<file path="src/rtl/render_pkg.sv">
// Shared constants and state encoding for the render sequencer and its
// line-credit bookkeeping.
package render_pkg;

  localparam int SCREEN_WIDTH  = 1024;
  localparam int SCREEN_HEIGHT = 768;

  // Coordinate widths seen by input_manager: shape index uses X_W, register index Y_W
  localparam int X_W      = 11;
  localparam int Y_W      = 12;
  localparam int DATA_W   = 12;
  localparam int CREDIT_W = 4;

  typedef enum logic [1:0] {
    IDLE     = 2'd0,
    PROG     = 2'd1,
    WAIT_BUF = 2'd2,
    SCAN     = 2'd3
  } state_t;

endpackage

</file>
<file path="src/rtl/line_credit_counter.sv">
// Saturating up/down credit counter; starts full and never wraps in
// either direction.
module line_credit_counter #(
  parameter int MAX_CREDITS = 2,
  parameter int CNT_W       = 4
) (
  input  logic clk,
  input  logic rst_n,
  input  logic inc,
  input  logic dec,
  output logic has_credit
);

  localparam logic [CNT_W-1:0] MAX_VAL = CNT_W'(MAX_CREDITS);

  logic [CNT_W-1:0] count_reg;

  // Simultaneous inc and dec cancel, leaving the count untouched
  always_ff @(posedge clk or negedge rst_n) begin
    if (!rst_n) begin
      count_reg <= MAX_VAL;
    end else if (inc && !dec && (count_reg != MAX_VAL)) begin
      count_reg <= count_reg + 1'b1;
    end else if (dec && !inc && (count_reg != '0)) begin
      count_reg <= count_reg - 1'b1;
    end
  end

  assign has_credit = (count_reg != '0);

endmodule

</file>
<file path="src/rtl/render_sequencer.sv">
// Drives input_manager: forwards host writes as program bursts, then paces
// scan lines with resume pulses against downstream line-buffer credits.
module render_sequencer
  import render_pkg::*;
#(
  parameter int SCREEN_WIDTH  = render_pkg::SCREEN_WIDTH,
  parameter int SCREEN_HEIGHT = render_pkg::SCREEN_HEIGHT,
  parameter int NUM_LINE_BUFS = 2
) (
  input  logic              clk,
  input  logic              rst_n,
  input  logic              host_valid,
  output logic              host_ready,
  input  logic [X_W-1:0]    host_shape_addr,
  input  logic [Y_W-1:0]    host_reg_addr,
  input  logic [DATA_W-1:0] host_data,
  input  logic              frame_start,
  input  logic              line_consumed,
  output logic              program_out,
  output logic [X_W-1:0]    shape_addr,
  output logic [Y_W-1:0]    reg_addr,
  output logic [DATA_W-1:0] data_out,
  output logic              resume,
  output logic [Y_W-1:0]    line_count,
  output logic              frame_done,
  output logic              synced
);

  localparam int PIX_W = (SCREEN_WIDTH > 1) ? $clog2(SCREEN_WIDTH) : 1;
  localparam logic [PIX_W-1:0] PIX_LAST  = PIX_W'(SCREEN_WIDTH - 1);
  localparam logic [Y_W-1:0]   LINE_LAST = Y_W'(SCREEN_HEIGHT - 1);

  state_t           state_reg;
  logic [PIX_W-1:0] pix_cnt_reg;
  logic             from_frame_reg;
  logic             xfer;
  logic             has_credit;
  logic             credit_ok;
  logic             line_start;

  assign host_ready = (state_reg == IDLE) || (state_reg == PROG);
  assign xfer       = host_valid && host_ready;

  // A buffer freed this very cycle is usable at once, so a stalled line
  // restarts the cycle after line_consumed arrives.
  assign credit_ok = has_credit || line_consumed;

  always_comb begin
    line_start = 1'b0;
    case (state_reg)
      PROG:     line_start = !xfer;
      WAIT_BUF: line_start = credit_ok;
      default:  line_start = 1'b0;
    endcase
  end

  line_credit_counter #(
    .MAX_CREDITS (NUM_LINE_BUFS),
    .CNT_W       (CREDIT_W)
  ) u_credits (
    .clk        (clk),
    .rst_n      (rst_n),
    .inc        (line_consumed),
    .dec        (line_start),
    .has_credit (has_credit)
  );

  always_ff @(posedge clk or negedge rst_n) begin
    if (!rst_n) begin
      state_reg      <= IDLE;
      pix_cnt_reg    <= '0;
      from_frame_reg <= 1'b0;
      program_out    <= 1'b0;
      shape_addr     <= '0;
      reg_addr       <= '0;
      data_out       <= '0;
      resume         <= 1'b0;
      line_count     <= '0;
      frame_done     <= 1'b0;
      synced         <= 1'b0;
    end else begin
      resume     <= 1'b0;
      frame_done <= 1'b0;
      case (state_reg)
        IDLE: begin
          if (xfer) begin
            program_out <= 1'b1;
            shape_addr  <= host_shape_addr;
            reg_addr    <= host_reg_addr;
            data_out    <= host_data;
            state_reg   <= PROG;
          end else if (frame_start && synced) begin
            resume         <= 1'b1;
            line_count     <= '0;
            from_frame_reg <= 1'b1;
            state_reg      <= WAIT_BUF;
          end
        end
        PROG: begin
          if (xfer) begin
            shape_addr <= host_shape_addr;
            reg_addr   <= host_reg_addr;
            data_out   <= host_data;
          end else begin
            // input_manager restarts at x=0,y=0 as program falls
            program_out <= 1'b0;
            synced      <= 1'b1;
            line_count  <= '0;
            pix_cnt_reg <= '0;
            state_reg   <= SCAN;
          end
        end
        WAIT_BUF: begin
          if (credit_ok) begin
            // frame_start already issued its resume on entry
            if (!from_frame_reg) begin
              resume     <= 1'b1;
              line_count <= line_count + 1'b1;
            end
            from_frame_reg <= 1'b0;
            pix_cnt_reg    <= '0;
            state_reg      <= SCAN;
          end
        end
        SCAN: begin
          if (pix_cnt_reg == PIX_LAST) begin
            pix_cnt_reg <= '0;
            if (line_count < LINE_LAST) begin
              state_reg <= WAIT_BUF;
            end else begin
              frame_done <= 1'b1;
              state_reg  <= IDLE;
            end
          end else begin
            pix_cnt_reg <= pix_cnt_reg + 1'b1;
          end
        end
        default: state_reg <= IDLE;
      endcase
    end
  end

endmodule

</file>
<file path="config.mk">
export PLATFORM = sky130hd
export DESIGN_NAME = render_sequencer
export DESIGN_NICKNAME = d
export VERILOG_FILES = /design/src/rtl/render_pkg.sv /design/src/rtl/line_credit_counter.sv /design/src/rtl/render_sequencer.sv
export SDC_FILE = /design/constraint.sdc
export NUM_CORES = 1
export LEC_CHECK = 0
export ABC_CLOCK_PERIOD_IN_PS = 3400
export BUFFER_PORTS_ARGS = -buffer_cell sky130_fd_sc_hd__buf_2
export CORE_MARGIN = 1
export CORE_UTILIZATION = 35
export DETAILED_ROUTE_END_ITERATION = 8
export HOLD_SLACK_MARGIN = 0.02
export SETUP_SLACK_MARGIN = 0.2
export SLEW_MARGIN = 20
export SYNTH_ARGS = -nofsm -noshare
export SYNTH_HDL_FRONTEND = slang
export SYNTH_SLANG_ARGS = --single-unit
export TNS_END_PERCENT = 30
</file>
<file path="constraint.sdc">
create_clock -name clk -period 3.4 [get_ports clk]
set_clock_uncertainty 0.15 [all_clocks]
set_input_delay 1.02 -clock clk [delete_from_list [all_inputs] [get_ports clk]]
set_output_delay 1.02 -clock clk [all_outputs]
set_load 0.02 [all_outputs]
</file>
# ---- Yosys cells after proc, flatten, opt, wreduce, memory -nomap -nowiden
# Cells that the tools add are included.
dict set report classes {
  n_eq_ne 13
  reduce_logical 26
  bitwise 1
  add_sub_neg 4
  n_lt_le_gt_ge 1
  n_mux 35
}
# op n
set op_table {}
lappend op_table {{$mux W12} 5}
lappend op_table {{$pmux W12 S3} 1}
lappend op_table {{$mux W10} 3}
lappend op_table {{$pmux W10 S3} 1}
lappend op_table {{$add A12 B1 Y12 const B} 1}
lappend op_table {{$lt A12 B10 Y1 const B} 1}
lappend op_table {{$mux W1} 12}
lappend op_table {{$mux W2} 6}
lappend op_table {{$ne A2 B2 Y1 const B} 6}
lappend op_table {{$add A10 B1 Y10 const B} 1}
lappend op_table {{$eq A10 B10 Y1 const B} 1}
lappend op_table {{$mux W4} 2}
lappend op_table {{$pmux W1 S2} 4}
lappend op_table {{$pmux W2 S4} 1}
lappend op_table {{$reduce_and A4 Y1} 2}
lappend op_table {{$logic_and A1 B1 Y1} 6}
lappend op_table {{$reduce_and A3 Y1} 2}
lappend op_table {{$reduce_and A6 Y1} 1}
lappend op_table {{$reduce_bool A2 Y1} 3}
lappend op_table {{$reduce_bool A3 Y1} 2}
lappend op_table {{$add A4 B1 Y4 const B} 1}
lappend op_table {{$eq A2 B2 Y1 const B} 2}
lappend op_table {{$ne A4 B2 Y1 const B} 1}
lappend op_table {{$reduce_and A2 Y1} 2}
lappend op_table {{10 further kinds} 13}
dict set report word_totals {
  ff_bits 68
  elab_cells 92
  inputBits 40
}

# ---- Logic depth before layout (Yosys ltp)
# Gate-level depths: netlist (run 1).
dict set report logic_depth {
  ltp_word 9
  depth_mapped 11
  mapped_depth_nobuf 11
}

# ---- Cells and area by module
# Synthesis (run 1) repeated with hierarchy kept, for this count alone.
dict set report hier_totals {
  hier_cells 284
  area_unflattened_um2 3288.2
}
# module n_inst area_each_um2 seq_area_each_um2 cells_per_inst
set by_module_without_submodules {}
lappend by_module_without_submodules {render_sequencer 1 3012.9 1601.5 263}
lappend by_module_without_submodules {line_credit_counter 1 275.3 101.3 21}

# ---- Worst setup path before layout (run 1)
# Ideal clock, no wire load.
dict set report synth_timing {
  path_kind {input to register}
  start {input host_valid}
  end {register u_credits.count_reg[3]}
  slack_ns 0.413
  stages 10
  arrival_ns 2.710
  cell_sequence {buf_6 nor2b_1 o21ai_1 nand3_1 ha_1 a21o_1 a21oi_1 nand2b_1 o22a_1 mux2_1}
}
dict set report synth_via {
  elab_chain_len 7
  word_cells_on_any_way 10
  classes_between {mux: 2; reduce/logical: 8}
}
# element line
set synth_rtl {}
lappend synth_rtl {{start, declared} render_sequencer.sv:12} ;# input logic host_valid,
lappend synth_rtl {{$logic_and A1 B1 Y1 *} render_sequencer.sv:42} ;# assign xfer = host_valid && host_ready;
lappend synth_rtl {{$logic_not A1 Y1 *} render_sequencer.sv:51} ;# PROG: line_start = !xfer;
lappend synth_rtl {{$pmux W1 S2 *} render_sequencer.sv:50} ;# case (state_reg)
lappend synth_rtl {{$logic_not A1 Y1} line_credit_counter.sv:22} ;# end else if (inc && !dec && (count_reg != MAX_VAL)) begin
lappend synth_rtl {{$logic_and A1 B1 Y1 (2 in a row)} line_credit_counter.sv:22}
lappend synth_rtl {{$mux W4 / $reduce_bool A2 Y1 (equally long branches)} --}
lappend synth_rtl {{end signal, assigned} line_credit_counter.sv:23} ;# count_reg <= count_reg + 1'b1;
lappend synth_rtl {{end signal, assigned} line_credit_counter.sv:25} ;# count_reg <= count_reg - 1'b1;
lappend synth_rtl {{end, declared} line_credit_counter.sv:16} ;# logic [CNT_W-1:0] count_reg;
# Every way passes the cells marked *; elsewhere a longest branch is shown, timed or not.
# A chain may end at the register's enable or synchronous reset.

# ---- Worst setup path in the final report (run 1)
dict set report layout_timing {
  start {register state_reg[0]}
  end {register u_credits.count_reg[3]}
}
dict set report layout_via {
  elab_chain_len 9
  word_cells_on_any_way 14
  classes_between {eq/ne: 2; mux: 2; reduce/logical: 10}
}
# element line
set layout_rtl {}
lappend layout_rtl {{start, declared} render_sequencer.sv:33} ;# state_t state_reg;
lappend layout_rtl {{start signal, assigned} render_sequencer.sv:70} ;# state_reg <= IDLE;
lappend layout_rtl {{start signal, assigned} render_sequencer.sv:91} ;# state_reg <= PROG;
lappend layout_rtl {{start signal, assigned} render_sequencer.sv:96} ;# state_reg <= WAIT_BUF;
lappend layout_rtl {{$eq A2 B1 Y1 / $logic_not A2 Y1 (equally long branches)} {render_sequencer.sv:41, render_sequencer.sv:50}}
lappend layout_rtl {{$logic_or A1 B1 Y1} render_sequencer.sv:41} ;# assign host_ready = (state_reg == IDLE) || (state_reg == PROG);
lappend layout_rtl {{$logic_and A1 B1 Y1} render_sequencer.sv:42}
lappend layout_rtl {{$logic_not A1 Y1} render_sequencer.sv:51}
lappend layout_rtl {{$pmux W1 S2 *} render_sequencer.sv:50}
lappend layout_rtl {{$logic_not A1 Y1} line_credit_counter.sv:22}
lappend layout_rtl {{$logic_and A1 B1 Y1 (2 in a row)} line_credit_counter.sv:22}
lappend layout_rtl {{$mux W4 / $reduce_bool A2 Y1 (equally long branches)} --}
# Marks and branches as above.

==> results of run 1 <==
synth_stat cells, types with 2 or more instances:
master,instances,area [um^2]
mux2_1,11,124
and2_1,2,12.5
buf_2,6,30.0
nor2_1,11,41.3
or3_1,3,18.8
o21ai_0,6,30.0
nand3b_1,2,15.0
and3_1,5,31.3
a22o_1,7,61.3
and4_1,3,26.3
nand4_1,5,31.3
nand2b_1,3,18.8
or4_1,8,60.1
nand2_1,19,71.3
or2_2,3,18.8
inv_1,6,22.5
o31ai_1,6,45.0
dfrtp_1,67,1680
mux2_2,29,327
nand3_1,13,65.1
o21ai_1,11,55.1
xor2_1,3,26.3
clkbuf_1,2,7.51
a21oi_1,16,80.1
ha_1,9,113
a21o_1,7,52.6
layout by cell type, fill, tap and decap left out, types with 2 or more instances in the layout:
master    netlist  final
or3_1           3      3
mux2_2         29     29
or4_1           8      8
buf_2           6     91
nand4_1         5      5
nand2_1        19     19
or2_2           3      3
nand2b_1        3      3
a21oi_1        16     16
a21o_1          7      7
ha_1            9      9
xor2_1          3      3
nand3_1        13     13
clkinv_4        0      3
o31ai_1         6      6
and2_1          2      2
nor2_1         11     11
a22o_1          7      7
mux2_1         11     11
clkbuf_8        0      9
o21ai_1        11     11
buf_4           0      2
clkinv_2        0      2
nand3b_1        2      2
inv_1           6      6
dfrtp_1        67     67
and3_1          5      5
o21ai_0         6      6
and4_1          3      3
cells by family after synthesis:
| group | share of synthesized area [%] |
|---|---|
| adder cells (fa/ha/maj) | 4.10 |
| AND/OR/NAND/NOR | 13.9 |
| AO/OA/AOI/OAI | 11.9 |
| XOR/XNOR | 1.08 |
| flip-flops | 52.6 |
| buffers and inverters | 2.20 |
| multiplexers | 14.2 |
power groups by stage:
stage                     sequential (mW)  clock [mW]  combinational [mW]
after floorplan                      1.61           0               0.943
after global placement               1.30           0                1.71
after detailed placement             1.32           0                1.75
after CTS                            1.30       0.693                1.75
after global routing                 1.35       0.730                1.91
final                                1.30       0.674                1.74
final cells by class:
cell class                      count  area share (%)
Clock buffer                        9            3.09
Clock inverter                      7            1.87
Sequential cell                    68            42.4
Tap cell                          108            3.37
Inverter                            6           0.561
Timing Repair Buffer               94            12.2
Multi-Input combinational cell    197            36.5
final timing paths:
check                                          to          from  cells after the start
max                        u_credits.count_reg[3]  state_reg[0]                     10
min in group asynchronous           shape_addr[9]         rst_n                      1
max reg2reg                u_credits.count_reg[3]  state_reg[0]                     10
min                                  data_out[11]  data_out[11]                      1
max in group asynchronous           line_count[2]         rst_n                      2
min reg2reg                          data_out[11]  data_out[11]                      1
per-layer routing:
layer | GRT usage [%] | up-vias
li1 | - | 1220
met1 | 18.9 | 1174
met2 | 24.7 | 81
met3 | 4.80 | 4
met4 | 4.94 | 0
met5 | 0 | -
through the flow:
stage / instance area [um^2] / power, mW
6_report: 4010 / 3.71
5_1_grt: 4010 / 3.99
4_1_cts: 4010 / 3.75
3_5_place_dp: 3810 / 3.06
3_3_place_gp: 3810 / 3.01
2_1_floorplan: 3240 / 2.55
==> results.py, run 1 <==
metrics = {
    "pwr": {
        "p_leak_nw": 1.95,
        "seq_power_share_pct": 35.0,
        "power_density_nw_per_um2": 924,
        "swShare_pct": 41.3,
        "power.share.clock_pct": 18.2,
        "power_switching_mw": 1.53,
        "p_comb_share_pct": 46.8,
        "p_int_mw": 2.18,
        "ir_worst_vdd_uv": 469,
    },
    "grt": {
        "grt_antenna_before_repair": 0,
        "grt_use_total_pct": 15.1,
        "grt_pass1_wl_um": 11500,
        "grt_overflow": 0,
        "grt_max_degree": 46,
        "grt_pass1_vias": 2413,
    },
    "placement": {
        "dpl.hpwl_um": 4820,
        "dp_slack_ps": 153,
        "io_buffers": 91,
        "gp_congestion": 0.798,
        "dp_cells": 473,
    },
    "route": {
        "vias": 2479,
        "detail_route.iter0.violations": 92,
        "routed-wl-met2_um": 3070,
        "drt-pass1-iter-count": 9,
        "wl_per_cell_um": 14.0,
        "ant_nets": 0,
        "wl_met1_um": 3240,
        "wirelength_um": 6850,
        "dr_wl_met3_um": 465,
        "drc": 12,
        "via_per_inst": 5.07,
        "topRoutingLayerUsed": "met4",
    },
    "yosys": {
        "avgSynthCellArea_um2": 11.6,
        "synthCells": 280,
        "yosysWarnings": 0,
        "async_flop_share_pct": 100,
        "syn_nets": 330,
        "synth_area_um2": 3240,
        "ys_ff_latch": 68,
        "synthFlopType": "dfrtp_1",
        "ys_types": 43,
        "synth_edf_count": 0,
        "seq_area_frac_synth_pct": 52.6,
    },
    "floorplanning": {
        "initial_core_util_pct": 36.6,
        "die_width_um": 98.2,
        "num_rows": 34,
        "die_y_um": 98.2,
        "ioPinCount": 92,
        "fp.dieArea_um2": 9640,
        "core-area_um2": 8850,
    },
    "setup_path": {
        "cp-end-kind": "flip-flop",
        "cpPeakStageDelay_ps": 400,
        "cp.arrival_ps": 3010,
        "crit_path_max_fanout": 13,
        "slowest_stage": "dfrtp_1",
        "crit_path_frequent_cell": "ha_1",
        "path_buf_inv": 1,
        "critPathLaunchType": "flip-flop",
        "path_cells": "inv_1 -> ha_1 -> o21ai_1 -> nand3_1 -> ha_1 -> a21o_1 -> a21oi_1 -> nand2b_1 -> o22a_1 -> mux2_1",
        "path_delay_family": "compound AO/OA/AOI/OAI gates",
        "r2r_setup_slack_ps": 470,
        "worstPathRequired_ps": 3480,
        "setup.worst_path.class": "reg2reg",
    },
    "cells_and_area": {
        "nets": 426,
        "fin_cells": 489,
        "regArea_um2": 1700,
        "top_regs": "data_out x12, line_count x12, reg_addr x12",
        "areaGrowthSynthToFinish_pct": 24.0,
        "multi_input_area_um2": 1460,
        "fill_cells": 839,
        "drive_gt1_share_pct": 38.6,
        "antenna_cells": 0,
        "final_core_util_pct": 45.4,
    },
    "clock_tree": {
        "htreeDepth": 3,
        "cts-root-buf": "clkbuf_8",
        "post_cts_resized": 0,
        "clkSinkCount": 68,
        "clkTransAtPathRegs_ps": 80,
        "clk_latency_ps": 340,
        "cts_setup_buffers": 0,
        "cts_tree": "built",
        "cts_buffer_depth": 2,
        "cts.hold.buffers_added": 0,
        "cts_inserted_buffers": 9,
    },
    "outcome": {
        "violations": "DRC",
        "status": "complete, but fails checks",
    },
    "timing": {
        "clock.fmax_mhz": 341,
        "holdWs_ps": 338,
        "min_period_over_period_pct": 86.2,
        "fin_tns_setup_ps": 0,
        "rsz0062_at_grt": "no",
        "tightest_slew_ps": 574,
        "finalMaxSlewViolations": 0,
        "layout_setup_ws_ps": 470,
        "relSlewSlack_pct": 61.7,
        "hold_viol_final": 0,
        "setup_viol": 0,
        "period_needed_ps": 2930,
    },
    "hold_path": {
        "hold_path_class": "reg2reg",
    },
    "flow_run": {
        "maxCapViolations": 0,
    },
}
Power figures use the tool's default switching activity.
==> inputs of run 2 (changes only) <==
- ABC_AREA: unset -> 1
- CAP_MARGIN: unset -> 20
==> results.py, run 2 <==
metrics = {
    "yosys": {
        "ys_ff_latch": 68,
        "yosys.area.top_type_share_pct": 49.8,
        "yosysWarnings": 0,
        "synth_area_um2": 3370,
        "ys_types": 30,
        "yosys-top-cells-area": "dfrtp_1 (50%), mux2_2 (12%), nand2_1 (7.2%)",
        "synth_top_area_cell": "dfrtp_1",
        "async_flop_share_pct": 100,
        "avgSynthCellArea_um2": 9.79,
        "yosysMostFrequentCell": "dfrtp_1",
        "syn_nets": 394,
        "synthCells": 344,
        "seq_area_frac_synth_pct": 50.6,
        "synthFlopType": "dfrtp_1",
        "synth_common_cells": "dfrtp_1 (67), nand2_1 (65), inv_1 (35), mux2_2 (35), nor2_1 (27)",
        "synth_edf_count": 0,
    },
    "grt": {
        "top_usage_layer": "met2",
        "met2_usage_pct": 24.2,
        "grt_pass1_vias": 2595,
        "grt_overflow": 0,
        "use_met3_pct": 2.44,
        "grt_pass1_wl_um": 12100,
        "grt_max_degree": 37,
        "grt_antenna_before_repair": 0,
        "grt_use_total_pct": 15.1,
        "grt_util_met1_pct": 20.5,
    },
    "clock_tree": {
        "cts_inserted_buffers": 9,
        "clkTransAtPathRegs_ps": 80,
        "clkSinkCount": 68,
        "post_cts_resized": 0,
        "cts_tree": "built",
        "cts_buffer_depth": 2,
        "cts-root-buf": "clkbuf_8",
        "cts_setup_buffers": 0,
        "cts.hold.buffers_added": 0,
        "htreeDepth": 3,
        "clk_latency_ps": 340,
    },
    "setup_path": {
        "critPathLaunchType": "flip-flop",
        "setup.worst_path.class": "reg2reg",
        "cp-end-kind": "flip-flop",
        "crit_path_max_fanout": 6,
        "cp.arrival_ps": 2870,
        "worstPathRequired_ps": 3540,
    },
    "floorplanning": {
        "die_width_um": 100,
        "initial_core_util_pct": 36.3,
        "ioPinCount": 92,
        "num_rows": 35,
        "die_y_um": 100,
        "core-area_um2": 9280,
        "fp.dieArea_um2": 10000,
    },
    "route": {
        "wirelength_um": 7080,
        "wl_per_cell_um": 12.2,
        "drt-pass1-iter-count": 4,
        "via_per_inst": 4.66,
        "detail_route.iter0.violations": 170,
        "ant_nets": 0,
        "vias": 2692,
        "drc": 0,
    },
    "timing": {
        "tightest_slew_ps": 827,
        "setup_viol": 0,
        "period_needed_ps": 2730,
        "clock.fmax_mhz": 366,
        "relSlewSlack_pct": 44.9,
        "fin_tns_setup_ps": 0,
        "holdWs_ps": 348,
        "rsz0062_at_grt": "no",
        "hold_viol_final": 0,
        "min_period_over_period_pct": 80.3,
        "finalMaxSlewViolations": 0,
    },
    "cells_and_area": {
        "regArea_um2": 1700,
        "mostFrequentLayoutCell": "buf_2",
        "most-common-layout-cells": "buf_2 (91), dfrtp_1 (67), nand2_1 (65)",
        "areaGrowthSynthToFinish_pct": 24.0,
        "fill_cells": 947,
        "top_regs": "data_out x12, line_count x12, reg_addr x12",
        "drive_gt1_share_pct": 36.5,
        "multi_input_area_um2": 1480,
        "antenna_cells": 0,
        "nets": 494,
    },
    "flow_run": {
        "maxCapViolations": 0,
    },
    "pwr": {
        "p_leak_nw": 2.05,
        "ir_worst_vdd_uv": 412,
        "power_density_nw_per_um2": 907,
    },
    "placement": {
        "io_buffers": 91,
        "gp_congestion": 0.824,
        "dpl.hpwl_um": 5260,
    },
    "outcome": {
        "status": "completed",
    },
    "hold_path": {
        "hold_path_class": "reg2reg",
    },
}
run 2: cell count changes after synthesis, sizes merged, moves of 8 or more:
| cell | delta |
|---|---|
| inv | +30 |
| nand2 | +51 |
| nand3 | +10 |
| nor2 | +17 |
| or4 | -8 |
run 2: path summary, 6_finish.rpt:
check / slack, ps / startpoint / depth (start not counted) / endpoint
worst min register to register: 350 / synced / 2 / synced
worst max-delay path: 670 / state_reg[1] / 17 / u_credits.count_reg[3]
min in group asynchronous: 620 / rst_n / 1 / u_credits.count_reg[0]
worst max register to register: 670 / state_reg[1] / 17 / u_credits.count_reg[3]
max in group asynchronous: 1720 / rst_n / 2 / shape_addr[4]
worst min-delay path: 350 / synced / 2 / synced
run 2: through the flow:
step / total power [mW] / instance area (um^2) / std cells / setup WS (ps) / util (%)
2_1_floorplan: 2.65 / 3370 / 344 / 710 / -
3_3_place_gp: 3.09 / 3970 / 562 / 486 / 42.8
3_5_place_dp: 3.14 / 3970 / 562 / 381 / 42.8
4_1_cts: 3.84 / 4180 / 578 / 667 / 45.0
5_1_grt: 4.08 / 4180 / 578 / 460 / 45.0
6_report: 3.79 / 4180 / 578 / 670 / 45.0
run 2: final cells by class:
type / instances / area share, %
multi-input cells: 233 / 35.4
flip-flops and latches: 68 / 40.8
well taps: 129 / 3.86
repair buffers: 96 / 11.8
clock inverters: 7 / 1.95
clock buffers: 9 / 2.96
inverters: 36 / 3.23
run 2: logic make-up (layout without fill, tap and decap cells):
| family | count (synthesis) | after routing | synth area share (%) |
|---|---|---|---|
| xor+xnor | 9 | 9 | 2.34 |
| fa+ha+maj | 10 | 10 | 3.94 |
| flops | 68 | 68 | 50.6 |
| compound gates | 40 | 40 | 7.39 |
| mux | 35 | 35 | 11.7 |
| simple gates | 139 | 139 | 18.6 |
| buf+inv | 43 | 148 | 5.50 |
run 2: report_power, final:
part           internal (mW)  leakage (nW)  switching [mW]  total [mW]
sequential              1.11         0.844           0.168        1.28
clock                  0.350         0.101           0.345       0.695
combinational          0.692          1.11            1.13        1.82
run 2: worst max-delay path, stage by stage, from the launching register on:
cell and delay, ps:
dfrtp_1 420, inv_1 120, ha_1 280, inv_1 80, nand2_2 100, nand2_4 50, nand2_1 70, nand2_1 80
nand2_2 120, nand2_4 90, ha_1 340, nand2_1 80, nand2_1 40, a31oi_1 230, inv_1 90, o21ai_0 170
nand3_1 100, nand2_1 70
run 2: per-layer routing:
metal / vias up / share of wire [%]
met3: 8 / 2.9
met5: - / 0
met4: 0 / 1.5
li1: 1343 / -
met2: 38 / 50
met1: 1303 / 46
